### config.mk
export PLATFORM = sky130hd
export DESIGN_NAME = fifo_uart_tx
export DESIGN_NICKNAME = d
export VERILOG_FILES = /design/src/rtl/fifo_uart_tx.sv
export SDC_FILE = /design/constraint.sdc
export NUM_CORES = 1
export LEC_CHECK = 0
export ABC_AREA = 1
export CORE_ASPECT_RATIO = 0.9
export CORE_UTILIZATION = 30
export DETAILED_ROUTE_END_ITERATION = 10
export PLACE_DENSITY = 0.57
export SYNTH_ARGS = -nofsm -noshare
export SYNTH_HDL_FRONTEND = slang
export SYNTH_SLANG_ARGS = --single-unit
### constraint.sdc
create_clock -name clk -period 1.7 [get_ports clk]
set_input_delay 0.425 -clock clk [delete_from_list [all_inputs] [get_ports clk]]
set_output_delay 0.425 -clock clk [all_outputs]
set_load 0.005 [all_outputs]
### src/rtl/fifo_uart_tx.sv
// UART transmitter that drains a synchronous FIFO: fetch one word, send it LSB-first
// with optional even parity, then look at the FIFO again.
module fifo_uart_tx #(
  parameter int DATA_WITH    = 8,
  parameter int CLKS_PER_BIT = 16,
  parameter int PARITY_EN    = 0
) (
  input  logic                 clk,
  input  logic                 rst,
  input  logic                 fifo_empty,
  input  logic [DATA_WITH-1:0] fifo_dout,
  output logic                 fifo_rd_en,
  output logic                 tx,
  output logic                 busy,
  output logic                 frame_done
);

  // state  | meaning
  // IDLE   | line high, issue a read when the FIFO has data
  // WAIT   | FIFO output valid, capture word and parity
  // START  | start bit (0)
  // DATA   | data bits, LSB first
  // PARITY | even-parity bit
  // STOP   | stop bit (1)
  typedef enum logic [2:0] {
    S_IDLE, S_WAIT, S_START, S_DATA, S_PARITY, S_STOP
  } state_t;

  localparam int CW = (CLKS_PER_BIT > 1) ? $clog2(CLKS_PER_BIT) : 1;
  localparam int BW = $clog2(DATA_WITH) + 1;
  localparam logic [CW-1:0] BAUD_LAST = CW'(CLKS_PER_BIT - 1);
  localparam logic [BW-1:0] BIT_LAST  = BW'(DATA_WITH - 1);

  state_t               state_q, state_d;
  logic [CW-1:0]        baud_cnt_q, baud_cnt_d;
  logic [BW-1:0]        bit_idx_q, bit_idx_d;
  logic [DATA_WITH-1:0] shreg_q, shreg_d;
  logic                 parity_q, parity_d;
  logic                 tx_q, tx_d;
  logic                 busy_q, busy_d;
  logic                 frame_done_q, frame_done_d;
  logic                 bit_end;

  assign bit_end    = (baud_cnt_q == BAUD_LAST);
  assign fifo_rd_en = (state_q == S_IDLE) && !fifo_empty && !rst;

  always_comb begin
    state_d    = state_q;
    baud_cnt_d = baud_cnt_q;
    bit_idx_d  = bit_idx_q;
    shreg_d    = shreg_q;
    parity_d   = parity_q;
    case (state_q)
      S_IDLE: begin
        if (fifo_rd_en) state_d = S_WAIT;
      end
      S_WAIT: begin
        shreg_d    = fifo_dout;
        parity_d   = ^fifo_dout;
        baud_cnt_d = '0;
        state_d    = S_START;
      end
      S_START: begin
        if (bit_end) begin
          baud_cnt_d = '0;
          bit_idx_d  = '0;
          state_d    = S_DATA;
        end else begin
          baud_cnt_d = baud_cnt_q + 1'b1;
        end
      end
      S_DATA: begin
        if (bit_end) begin
          baud_cnt_d = '0;
          shreg_d    = shreg_q >> 1;
          bit_idx_d  = bit_idx_q + 1'b1;
          if (bit_idx_q == BIT_LAST) state_d = (PARITY_EN != 0) ? S_PARITY : S_STOP;
        end else begin
          baud_cnt_d = baud_cnt_q + 1'b1;
        end
      end
      S_PARITY: begin
        if (bit_end) begin
          baud_cnt_d = '0;
          state_d    = S_STOP;
        end else begin
          baud_cnt_d = baud_cnt_q + 1'b1;
        end
      end
      S_STOP: begin
        if (bit_end) begin
          baud_cnt_d = '0;
          state_d    = S_IDLE;
        end else begin
          baud_cnt_d = baud_cnt_q + 1'b1;
        end
      end
      default: state_d = S_IDLE;
    endcase
  end

  // Outputs are decoded from the next state so the flops track the state in the same cycle.
  always_comb begin
    tx_d = 1'b1;
    case (state_d)
      S_START:  tx_d = 1'b0;
      S_DATA:   tx_d = shreg_d[0];
      S_PARITY: tx_d = parity_d;
      default:  tx_d = 1'b1;
    endcase
    busy_d       = (state_d != S_IDLE);
    frame_done_d = (state_q == S_STOP) && (state_d == S_IDLE);
  end

  always_ff @(posedge clk or posedge rst) begin
    if (rst) begin
      state_q      <= S_IDLE;
      baud_cnt_q   <= '0;
      bit_idx_q    <= '0;
      shreg_q      <= '0;
      parity_q     <= 1'b0;
      tx_q         <= 1'b1;
      busy_q       <= 1'b0;
      frame_done_q <= 1'b0;
    end else begin
      state_q      <= state_d;
      baud_cnt_q   <= baud_cnt_d;
      bit_idx_q    <= bit_idx_d;
      shreg_q      <= shreg_d;
      parity_q     <= parity_d;
      tx_q         <= tx_d;
      busy_q       <= busy_d;
      frame_done_q <= frame_done_d;
    end
  end

  assign tx         = tx_q;
  assign busy       = busy_q;
  assign frame_done = frame_done_q;

endmodule

==> results.yml <==
power:
  combinationalPowerShare_pct: 42.9
  sw_frac_of_total_pct: 39.0
  seqPwrFrac_pct: 40.3
  power_frac_clock_pct: 16.9
  power.net_switching_uw: 841
  internal_power_mw: 1.31
  powerDensity_nw_per_um2: 1160
  leakagePower_nw: 0.965
  max_vdd_drop_mv: 0.462
  report.power.total_mw: 2.15
placement:
  gpl.final_weighted_congestion: 0.765
  buffer_ports.inserted: 14
  detailed_place_hpwl_um: 2240
  post-place-ws_ps: -374
  placement.cell_area_um2: 1750
sta:
  grt_setup_unrepaired: "false"
  max_slew_margin_pct: 80.0
  fin_skew_ps: 1.40
  fmaxAchievable_mhz: 611
  timing.final.crit_share_pct: 96.3
  timing_hold_violations_final: 0
  finalCriticalPeriod_ps: 1640
  fin_setup_tns_ps: 0
  fin_ws_ps: 62.1
  slew_viol_final: 0
  tightestPinTransition_ps: 300
  endpoints_failing_setup: 0
synthesis:
  synth_adder_area_share_pct: 2.64
  synth-seq-area-share_pct: 40.5
  post_synth.cell_area_avg_um2: 7.61
  ys_ff_latch: 23
  synth-compound-area-share_pct: 9.23
  synthesis.yosys.warnings: 0
  post_synth_and_or_nand_nor_area_fraction_pct: 34.8
  synth-xor-area-share_pct: 2.46
  synth_mux_area_share_pct: 0
  synthesis.area_um2: 1420
  synthCells: 187
  mappedNetlistNets: 201
  ys_types: 30
  synth_top_family_by_area: "simple AND/OR/NAND/NOR gates"
global_routing:
  pin_count_of_the_biggest_net_entering_global_routing: 24
  globalRouteTotalUtil_pct: 12.9
  grt_pass1_vias: 1121
  global_route_wire_length_before_repair_um: 4840
  grt-ovfl-total: 0
  antenna_found_initial: 0
floorplanning:
  pin_count: 15
  initial_utilization_pct: 31.7
  die_area_um2: 5020
  die_x_um: 74.6
  chipHeight_um: 67.3
  coreArea_um2: 4490
  placement_rows: 23
job:
  max-cap-violations: 0
detailed_routing:
  post_dr_vias_cell: 4.27
  wirelength_um: 2880
  drtAntennaViolNets: 0
  drt_drc_violations_left: 0
  detail_routed_net_length_per_standard_cell_um: 10.1
  drt_pre_antenna_iters: 4
  num_vias: 1213
  detail_route.iter0.violations: 47
cells_and_area:
  mostFrequentLayoutCells: "nand2_1, inv_1, dfrtp_1, buf_4"
  final_nets: 237
  layout-drive-gt1-share_pct: 28.4
  synthToLayoutAreaGrowth_pct: 30.1
  fin_area_um2: 1850
  number_of_antenna_diodes: 0
  layout.cells.most_common: "nand2_1"
  fill_cell_count: 476
clock_network:
  numClockSinks: 23
  cts.htree.levels: 1
  cts-buffers-inserted: 3
  clockBufferDepth: 2
  clkLatencyLatePin_ps: 270
  clock_tree.root_cell: "clkbuf_8"
  cts.clk_slew.worst_paths_ps: 90
  tritoncts: "yes"
worst_setup_path:
  timing.critical_path.cells: "nor2_2, nand4_1, inv_1, clkdlybuf4s15_1"
  worst-setup-path-type: "reg2out"
  setup.reg_to_reg.worst_slack_ps: 80
  setup.worst_path.start_class: "flip-flop"
  critical_path.slowest_cell: "dfrtp_1"
  critical_path.endpoint_type: "output port"
  worst_path_arrival_ps: 1210
  timing.critical_path.slowest_cell_delay_ps: 410
  cp_max_fo: 2
  crit_required_ps: 1270
run_status:
  run_status: "completed"
hold_path:
  hold_path.class: "in2async"
==> cell type report <==
class,instances,area [um^2],share of cell area [%]
Clock buffer,3,41.3,2.23
Clock inverter,1,7.51,0.406
Inverter,37,146,7.91
Multi-Input combinational cell,127,737,39.8
Sequential cell,23,577,31.2
Tap cell,62,77.6,4.19
Timing Repair Buffer,31,264,14.3
==> power by group through the flow <==
stage,registers (mW),logic [mW],clock network [mW]
after global placement,0.870,0.875,0
after floorplan,0.877,0.607,0
final,0.867,0.923,0.364
after CTS,0.865,0.930,0.381
after global routing,0.889,1.06,0.397
after detailed placement,0.877,0.883,0
==> final timing paths <==
path                                        start                         to  depth (start not counted)
max in group asynchronous                     rst               tx$_DFF_PP1_                          3
max reg2reg                  state_q[1]$_DFF_PP0_               tx$_DFF_PP1_                         11
min reg2reg                shreg_q[3]$_DFFE_PP0P_     shreg_q[3]$_DFFE_PP0P_                          2
min in group clk           shreg_q[3]$_DFFE_PP0P_     shreg_q[3]$_DFFE_PP0P_                          2
max                          state_q[1]$_DFF_PP0_                 fifo_rd_en                          4
min                                           rst  baud_cnt_q[0]$_DFFE_PP0P_                          3
==> timing repair <==
| action | 4_1_cts | 5_1_grt |
|---|---|---|
| endpoints found under the hold margin | 0 | 0 |
| pin swaps | 3 | 5 |
| setup buffers | 4 | 0 |
| setup endpoints to repair | 2 | 6 |
| gates resized for setup | 11 | 4 |
| hold buffers | 0 | 0 |
==> Yosys cell counts, drive strengths merged <==
cell type,n,area [um^2]
or2,2,12.5
nor2,15,86.3
a21oi,7,42.5
a32o,1,10.0
nor3,1,10.0
o21ai,5,25.0
inv,35,134
o22ai,1,6.26
nand2,68,280
dfrtp,22,551
xor2,2,17.5
nand3,13,100
nand4,1,6.26
o221ai,2,17.5
dfstp,1,26.3
xnor2,2,17.5
clkinv,2,12.5
ha,3,37.5
a22oi,4,30.0
==> state kept, by name, summed over array words and instances, names as in the netlist <==
| name | flops |
|---|---|
| busy | 1 |
| shreg_q | 8 |
| bit_idx_q | 4 |
| parity_q | 1 |
| state_q | 3 |
| frame_done | 1 |
| baud_cnt_q | 4 |
| tx | 1 |
==> critical path, delay by kind of cell (launching register included) <==
| kind | cells | cell delay (ps) |
|---|---|---|
| DFF | 1 | 410 |
| buffers and inverters | 2 | 280 |
| and+or+nand+nor | 2 | 260 |
==> layer usage <==
metal	GRT usage [%]	vias to the layer above	part of all wire (%)
li1	-	652	-
met4	2.12	0	0.45
met3	3.73	2	3.2
met5	0	-	0
met1	17.4	547	52
met2	20.8	12	44
==> stage by stage <==
stage / hold WS (ps) / util [%] / cells
2_1_floorplan: 435 / - / 187
3_3_place_gp: 474 / 38.9 / 277
3_5_place_dp: 480 / 38.9 / 277
4_1_cts: 376 / 41.1 / 285
5_1_grt: 405 / 41.2 / 284
6_report: 370 / 41.2 / 284
==> kinds of logic after synthesis <==
| family | after synthesis |
|---|---|
| adders and majority gates | 3 |
| buffers and inverters | 37 |
| xor gates and xnor gates | 4 |
| AOI/OAI and AO/OA | 20 |
| and+or+nand+nor | 100 |
| DFF | 23 |
No activity file was read; power rests on OpenSTA's default activity.
